**src/rtl/bounded_counter.sv**
```systemverilog
// Up/down counter confined to a runtime range [lo_bound, hi_bound], with wrap or
// saturate behaviour at the bounds, a terminal-count pulse and a sticky event flag.
module bounded_counter #(
    parameter int WIDTH    = 8,
    parameter int STEP_W   = 4,
    parameter bit SATURATE = 1'b0
) (
    input  logic              clk,
    input  logic              rst,
    input  logic              enable,
    input  logic              direction,
    input  logic              load,
    input  logic [WIDTH-1:0]  load_val,
    input  logic [STEP_W-1:0] step,
    input  logic [WIDTH-1:0]  lo_bound,
    input  logic [WIDTH-1:0]  hi_bound,
    input  logic              clr_ovf,
    output logic [WIDTH-1:0]  counter_out,
    output logic              tc,
    output logic              ovf_sticky,
    output logic              at_lo,
    output logic              at_hi
);

    // One guard bit above the wider of count and step, so sums never truncate.
    localparam int EXT_W = ((WIDTH > STEP_W) ? WIDTH : STEP_W) + 1;

    logic [WIDTH-1:0] r_count;
    logic             r_tc;
    logic             r_ovf;

    logic [EXT_W-1:0] w_count_ext;
    logic [EXT_W-1:0] w_step_ext;
    logic [EXT_W-1:0] w_sum;
    logic [EXT_W-1:0] w_diff;
    logic [EXT_W-1:0] w_lo_plus_step;
    logic             w_up_fits;
    logic             w_dn_fits;
    logic             w_bounds_inv;
    logic [WIDTH-1:0] w_load_clamped;
    logic [WIDTH-1:0] w_next;
    logic             w_event;

    assign w_count_ext    = EXT_W'(r_count);
    assign w_step_ext     = EXT_W'(step);
    assign w_sum          = w_count_ext + w_step_ext;
    assign w_diff         = w_count_ext - w_step_ext;
    assign w_lo_plus_step = EXT_W'(lo_bound) + w_step_ext;
    assign w_up_fits      = (w_sum <= EXT_W'(hi_bound));
    assign w_dn_fits      = (w_count_ext >= w_lo_plus_step);
    assign w_bounds_inv   = (lo_bound > hi_bound);

    assign w_load_clamped = (load_val < lo_bound) ? lo_bound :
                            (load_val > hi_bound) ? hi_bound : load_val;

    // NOTE: every always_comb output gets a default first so no path infers a latch.
    always_comb begin
        w_next  = r_count;
        w_event = 1'b0;
        if (load) begin
            w_next = w_bounds_inv ? lo_bound : w_load_clamped;
        end else if (enable) begin
            if (w_bounds_inv) begin
                w_next = lo_bound;
            end else if (step != '0) begin
                if (direction) begin
                    if (w_up_fits) begin
                        w_next = WIDTH'(w_sum);
                    end else begin
                        w_event = 1'b1;
                        w_next  = SATURATE ? hi_bound : lo_bound;
                    end
                end else begin
                    if (w_dn_fits) begin
                        w_next = WIDTH'(w_diff);
                    end else begin
                        w_event = 1'b1;
                        w_next  = SATURATE ? lo_bound : hi_bound;
                    end
                end
            end
        end
    end

    // NOTE: state registers use non-blocking assignment so all flops sample together.
    always_ff @(posedge clk) begin
        if (rst) begin
            r_count <= '0;
            r_tc    <= 1'b0;
            r_ovf   <= 1'b0;
        end else begin
            r_count <= w_next;
            r_tc    <= w_event;
            // A boundary event outranks a coincident clear.
            if (w_event) begin
                r_ovf <= 1'b1;
            end else if (clr_ovf) begin
                r_ovf <= 1'b0;
            end
        end
    end

    assign counter_out = r_count;
    assign tc          = r_tc;
    assign ovf_sticky  = r_ovf;
    assign at_lo       = (r_count == lo_bound);
    assign at_hi       = (r_count == hi_bound);

endmodule

```
**config.mk**
```make
export PLATFORM = sky130hd
export DESIGN_NAME = bounded_counter
export DESIGN_NICKNAME = d
export VERILOG_FILES = /design/src/rtl/bounded_counter.sv
export SDC_FILE = /design/constraint.sdc
export NUM_CORES = 1
export LEC_CHECK = 0
export CORE_MARGIN = 1.5
export CORE_UTILIZATION = 55
export CTS_CLUSTER_SIZE = 40
export DETAILED_ROUTE_END_ITERATION = 16
export PLACE_DENSITY = 0.94
export SLEW_MARGIN = 20
export SYNTH_ARGS = -nofsm -noshare
export SYNTH_HDL_FRONTEND = slang
export SYNTH_SLANG_ARGS = --single-unit
```
**constraint.sdc**
```tcl
create_clock -name clk -period 5.3 [get_ports clk]
set_clock_uncertainty 0.2 [all_clocks]
set_input_delay 1.325 -clock clk [delete_from_list [all_inputs] [get_ports clk]]
set_output_delay 1.325 -clock clk [all_outputs]
set_load 0.1 [all_outputs]
```
==> impl_results.md, run 1 <==
- Status: finished, final reports clean
- Crit Path Max Fanout: 7
- Post-route insts no fill: 479
- Placed insts: approximately 470
- Worst hold path class: reg -> reg
- Seq pwr share: 14.3%
- # fillers: 363
- Commonest non-fill, non-tap cell in the layout: ha_1
- Final WL: 10.07 mm
- Worst path cell trace: clkdlybuf4s50_1 -> ha_1 -> inv_1 -> fa_1 -> nor2b_1 -> o21a_1 -> or2_2 -> and3_1 -> xnor2_1 -> ha_1 -> and3_1 -> nand3_1 -> o21a_2 -> nor3_1 -> a211oi_1 -> o31a_1 -> a2111oi_2
- Flops & latches, synth: 10
- Fin crit share: a little over nine tenths
- Initial antenna violation count: 0
- Commonest non-fill, non-tap cells in the layout: 50 x ha_1, 41 x clkdlybuf4s50_1, 28 x inv_1, 26 x xnor2_1, 23 x buf_4
- Vias in the first global route: 3201
- Worst R2R End: counter_out[0]$_SDFFE_PP0P_
- Max stage delay on crit path: 550 ps
- Total congestion overflow: 0
- Max Clk Rate: ~190 MHz
- P_int: 0.3780 mW
- First-pass GRT wire length: 15.24 mm
- Crit Reg-Reg Startpoint: counter_out[2]$_SDFFE_PP0P_
- Post-synthesis cell area: between 0.002 and 0.003 mm^2
- Clk slew on worst S/H paths: roughly 60 ps
- Sw Ratio: 51.55%
- PortBufs: between 40 and 50
- Pwr/cell area: 222.4 mW/mm^2
- CP max stage cell: clkdlybuf4s50_1
- Distinct cells, synth: 63
- Post-place instance area: about 0.0034 mm^2
- Synth Area in XOR/XNOR: 10.09%
- Syn_nets: 443
- Prevailing post-synth register cell: dfxtp_1
- Die ar.: 0.005486 mm^2
- Clock Latency Late Sink: 250 ps
- Async SR Flop Fraction: 0%
- CTS max path bufs: 2
- Startpoint Class: primary input
- Starting density of the core: about three fifths
- Hold Path Origin: ovf_sticky$_SDFFE_PP0P_
- Slew headroom: 35.49%
- Die H: 74.07 um
- R2R cell count: 14
- Layout cells sized above 1: 12.38%
- Initial DRT Pass Iterations: 7
- CP Capture Type: flop
- Vias: 3358
- H-tree depth: 1
- Max Cap Viol: 0
- Worst hold stages: 1
- Switching Power: 0.4022 mW
- Worst-margin pin slew: 964.7 ps
- Final nets: 501
- Arrival time at the worst endpoint: 5160 ps
- Finished Cell Area: 0.003508 mm^2
- Cts bufs inserted: 3
- Average wire per standard cell: 21.03 um
- Core Rows: 25
- GR Util All Layers: a little over a third
- Final HPWL DP: between 7 and 8 mm
- Final hold slack: ~270 ps
- Synth Warn #: 0
- Clock share of power: between 10% and 20%
- Vias per cell: 7.010
- Max-slew violation count: 0
- FF-to-FF setup slack: 1200 ps
- Largest net degree at the start of global routing: 15
- Clock sink count: 10
- Max VDD drop: 100.1 uV
- GPL Wtd Cong: 1.138
- # IOs: 46
- Setup_tns: 0 ps
- Largest family of logic cells by synthesized area: compound AO/OA/AOI/OAI gates
- Final hold vios: 0
- Crit path required time: 5250 ps
- Post-synthesis mux area share: 2.252%
- DRC Markers: 0
- Mean Syn Cell Area: 7.824 um^2
- Starting DRT DRC Count: about 450
- Area Growth Syn to Fin: 26.31%
- Compound-Gate Fraction of Synth Area: 31.08%
- Clock tree from TritonCTS: built
- CTS root buf: clkbuf_8
- Number of synthesized flops with an enable pin: 0
- Post-Synthesis Cells: 355
- Combinational share of power: 72.4%
- Period minus WS final: ~5200 ps
- Setup CP Type: in -> reg
- Post-Synth Simple-Gate Area: 17.48%
- ANT cells: 0
- Post-Synth Adder-Cell Area: 25.14%
- Setup violators final: 0
- Lkg Pwr: 1.595 nW
- Core ar.: 0.004786 mm^2
- Detail Route Antenna Nets: 0
- Hold Path End: ovf_sticky$_SDFFE_PP0P_
- Die width: 74.07 um
- Sequential-to-total area share from yosys stat: about 7.2%
-- per-layer routing --
metal	routed length [um]	vias up	GRT usage, %
li1	-	1453	-
met2	4610	278	62.40
met3	1182	82	5.420
met4	688	0	23.05
met1	3594	1545	42.94
met5	0	-	0
-- per-stage QoR --
stage / setup slack (ps) / utilization [%] / power, mW
floorplan: 658.4 / - / 0.4684
detailed placement: -304.1 / 70.27 / 0.6225
global placement: -139.3 / 70.27 / 0.6080
finish: 94.67 / 73.31 / 0.7803
global route: -105.7 / 73.31 / 0.8250
CTS: 32.17 / 71.90 / 0.7351
-- cells by family (layout without fill, tap and decap cells) --
logic type,count (synthesis),in the layout
adder cells (fa/ha/maj),54,54
flip-flops,10,10
multiplexers,6,6
buffers and inverters,44,101
XOR/XNOR,32,32
AND/OR/NAND/NOR,92,92
AO/OA/AOI/OAI,117,117
-- area by class of cell --
class / count / area (um^2) / share of cell area (%)
inverters: 31 / 116.4 / 3.317
repair buffers: 66 / 608.1 / 17.33
flip-flops and latches: 10 / 200.2 / 5.706
clock buffers: 4 / 55.05 / 1.569
well taps: 67 / 83.83 / 2.389
multi-input cells: 301 / 2445 / 69.69
-- state kept, by name (all words and copies together) (netlist names) --
signal,flops
ovf_sticky,1
counter_out,8
tc,1
-- synth_stat cells, drive strengths merged, types with 3 or more instances --
cell type,instances,area share (%)
ha,51,23
inv,31,4.2
xnor2,27,8.5
a21oi,23,4.1
nor2,21,2.8
o21ai,18,3.2
nand2,14,1.9
nand3,14,2.5
a21o,13,3.5
dfxtp,10,7.2
a211oi,9,2.4
and3,9,2.1
nor3,9,2.0
buf,7,1.8
a31oi,6,1.4
clkbuf,6,0.81
o21a,6,1.6
o311ai,6,2.5
nor2b,5,1.2
nor4,5,1.4
o211ai,5,1.4
xor2,5,1.6
a2111oi,4,1.7
mux2i,4,1.4
nand2b,4,0.90
nand4,4,0.90
o2111ai,4,1.5
a211o,3,0.95
a311oi,3,1.2
fa,3,2.2
o31a,3,0.95
-- critical path, delay by kind of cell --
kind | cells | cell delay (ps)
buffers and inverters | 2 | 610
adder cells (fa/ha/maj) | 3 | 910
XOR/XNOR | 1 | 80
AO/OA/AOI/OAI | 5 | 1170
AND/OR/NAND/NOR | 6 | 1080
-- power by group through the flow --
stage               combinational (mW)  sequential (mW)  clock, mW
floorplan                        0.309            0.159          0
global placement                 0.497            0.111          0
detailed placement               0.511            0.111          0
CTS                              0.523            0.110      0.102
global route                     0.605            0.113      0.106
finish                           0.565            0.112      0.104
-- worst max-delay path by stage --
stage / cells past startpoint / to / startpoint / slack (ps)
5_1_grt: 15 / counter_out[0]$_SDFFE_PP0P_ / step[0] / -110
3_5_place_dp: 15 / counter_out[0]$_SDFFE_PP0P_ / step[1] / -300
3_3_place_gp: 15 / counter_out[0]$_SDFFE_PP0P_ / step[1] / -140
6_report: 17 / counter_out[0]$_SDFFE_PP0P_ / lo_bound[0] / 90
4_1_cts: 16 / counter_out[0]$_SDFFE_PP0P_ / step[1] / 30
2_1_floorplan: 14 / counter_out[0]$_SDFFE_PP0P_ / step[0] / 660
-- what timing repair did --
item / 4_1_cts / 5_1_grt
endpoints found under the setup margin: 2 / 10
pin swaps: 3 / 8
resized for setup: 1 / 14
hold buffers: 0 / 0
setup buffers: 2 / 2
No activity file was read; power rests on OpenSTA's default activity.
==> inputs of run 2 (changes only) <==
CORE_UTILIZATION = 23   (was 55)
CTS_CLUSTER_SIZE = default   (was 40)
PLACE_DENSITY = 0.53   (was 0.94)
==> run 2 against run 1 <==
Sequential power is essentially flat. Routed wire length grew 8.7%. Critical path type unchanged. Sequential share of layout area shrank 0.28 points. Via count shrank 8.9%. Final cell count grew 18%. First-iteration DRC count shrank 41%. Largest cell class unchanged. Maximum frequency grew 3.9%.
==> impl_results.md, run 2 (synthesis results as in run 1) <==
- Crit Reg-Reg Startpoint: counter_out[2]$_SDFFE_PP0P_ (unchanged)
- Max Cap Viol: 0 (unchanged)
- Slew headroom: 35.33% (was 35.49%)
- Worst hold stages: 1 (unchanged)
- Pwr/cell area: 223.2 mW/mm^2 (was 222.4 mW/mm^2)
- Final WL: 10.96 mm (was 10.07 mm)
- Period minus WS final: 5010 ps (was 5205 ps)
- DRC Markers: 0 (unchanged)
- Setup violators final: 0 (unchanged)
- Startpoint Class: primary input (unchanged)
- Core Rows: 39 (was 25)
- Commonest non-fill, non-tap cell in the layout: ha_1 (unchanged)
- Combinational share of power: 67.8% (was 72.4%)
- Crit path required time: 5240 ps (was 5250 ps)
- Hold-fix buffers, CTS: 0 (unchanged)
- Cts bufs inserted: 3 (unchanged)
- Total congestion overflow: 0 (unchanged)
- Arrival time at the worst endpoint: 4950 ps (was 5160 ps)
- Layout cells sized above 1: 14.49% (was 12.38%)
- Die width: 112.9 um (was 74.07 um)
- GPL Wtd Cong: 1.040 (was 1.138)
- Final hold vios: 0 (unchanged)
- P_int: 0.4300 mW (was 0.3780 mW)
- Clock Latency Late Sink: 240 ps (was 250 ps)
- R2R cell count: 13 (was 14)
- H-tree depth: 1 (unchanged)
- Status: finished, final reports clean (unchanged)
- Initial antenna violation count: 0 (unchanged)
- Setup CP Type: in -> reg (unchanged)
- ANT cells: 0 (unchanged)
- Setup_tns: 0 ps (unchanged)
- Clock tree from TritonCTS: built (unchanged)
- Max VDD drop: 113.6 uV (was 100.1 uV)
- CTS max path bufs: 2 (unchanged)
- Vias: 3058 (was 3358)
- GR Util All Layers: 16.98% (was 36.66%)
- RSZ-0062 raised after global routing: false
- Largest net degree at the start of global routing: 15 (unchanged)
- Commonest non-fill, non-tap cells in the layout: 50 x ha_1, 39 x clkdlybuf4s50_1, 32 x buf_4, 28 x inv_1, 27 x xnor2_1 (was 50 x ha_1, 41 x clkdlybuf4s50_1, 28 x inv_1, 26 x xnor2_1, 23 x buf_4)
- # IOs: 46 (unchanged)
- Clock share of power: 18.4% (was 13.3%)
- Max reg flops: 8 (unchanged)
- Switching Power: 0.3943 mW (was 0.4022 mW)
- Core ar.: 0.01161 mm^2 (was 0.004786 mm^2)
- Crit Path Max Fanout: 5 (was 7)
- CP Capture Type: flop (unchanged)
- First-pass GRT wire length: 16.82 mm (was 15.24 mm)
- Clock sink count: 10 (unchanged)
- Max-slew violation count: 0 (unchanged)
- Finished Cell Area: 0.003692 mm^2 (was 0.003508 mm^2)
- Sw Ratio: 47.84% (was 51.55%)
- Worst R2R End: counter_out[0]$_SDFFE_PP0P_ (unchanged)
- Vias in the first global route: 3006 (was 3201)
- Clk slew on worst S/H paths: 40 ps (was 60 ps)
- Hold Path End: ovf_sticky$_SDFFE_PP0P_ (unchanged)
- Worst-margin pin slew: 966.9 ps (was 964.7 ps)
- CTS root buf: clkbuf_16 (was clkbuf_8)
- Starting density of the core: 23.92% (was 58.04%)
- Lkg Pwr: 1.656 nW (was 1.595 nW)
- Die ar.: 0.01275 mm^2 (was 0.005486 mm^2)
- Detail Route Antenna Nets: 0 (unchanged)
- Post-place instance area: 0.003541 mm^2 (was 0.003363 mm^2)
- Vias per cell: 5.422 (was 7.010)
- Final HPWL DP: 9.009 mm (was 7.695 mm)
- Starting DRT DRC Count: 266 (was 454)
- Area Growth Syn to Fin: 32.93% (was 26.31%)
- Hold Path Origin: ovf_sticky$_SDFFE_PP0P_ (unchanged)
- Worst hold path class: reg -> reg (unchanged)
- PortBufs: 45 (unchanged)
- Final nets: 510 (was 501)
- Final hold slack: 261.9 ps (was 267.3 ps)
- Fin crit share: 94.54% (was 98.21%)
- FF-to-FF setup slack: 1240 ps (was 1200 ps)
- Average wire per standard cell: 19.42 um (was 21.03 um)
- Initial DRT Pass Iterations: 5 (was 7)
- Seq pwr share: 13.9% (was 14.3%)
- Die H: 112.9 um (was 74.07 um)
- Max Clk Rate: 199.6 MHz (was 192.1 MHz)
-- run 2: power groups by stage --
stage	combinational [mW]	sequential, mW	clock [mW]
detailed placement	0.532	0.115	0
floorplan	0.309	0.159	0
global placement	0.532	0.115	0
finish	0.559	0.114	0.151
CTS	0.536	0.114	0.152
global route	0.603	0.117	0.157
-- run 2: critical path, cell delays in order --
cell	delay, ps
clkdlybuf4s50_1	580
inv_1	70
ha_2	340
buf_4	160
a31oi_2	170
o21ai_1	90
xnor2_1	260
ha_1	290
buf_4	140
a311oi_2	330
o2111a_2	290
nor4_1	50
a41o_1	220
o31a_1	290
a2111oi_2	320
-- run 2: final cells by class --
cell class	count	area [um^2]
repair buffers	75	680.7
well taps	143	178.9
fillers	1213	7921
inverters	31	116.4
clock buffers	4	88.84
flip-flops and latches	10	200.2
multi-input cells	301	2427
-- run 2: timing repair --
action | in CTS | in global routing
endpoints found under the setup margin | 0 | 9
gates resized for setup | 0 | 16
setup buffers | 0 | 2
-- run 2: per-layer routing --
metal	global-route usage [%]	vias up	share of wire (%)
met5	0	-	0
met4	4.083	0	1.9
met3	2.142	19	7.5
met2	27.07	140	44
met1	24.37	1422	47
li1	-	1477	-
-- run 2: per-stage QoR --
step | setup WS (ps) | std cells | power (mW) | utilization, %
floorplan | 658.4 | 355 | 0.4684 | -
global placement | -302.9 | 558 | 0.6468 | 30.49
detailed placement | -211.4 | 558 | 0.6477 | 30.49
CTS | 18.45 | 562 | 0.8023 | 31.25
global route | 49.90 | 564 | 0.8764 | 31.79
finish | 289.6 | 564 | 0.8243 | 31.79
-- run 2: how the worst max path moves through the flow --
stage,start,to,cells past startpoint
floorplan,step[0],counter_out[0]$_SDFFE_PP0P_,14
global placement,step[0],counter_out[3]$_SDFFE_PP0P_,15
detailed placement,step[0],counter_out[3]$_SDFFE_PP0P_,15
CTS,step[1],counter_out[6]$_SDFFE_PP0P_,15
global route,step[3],counter_out[0]$_SDFFE_PP0P_,15
finish,step[3],counter_out[0]$_SDFFE_PP0P_,15
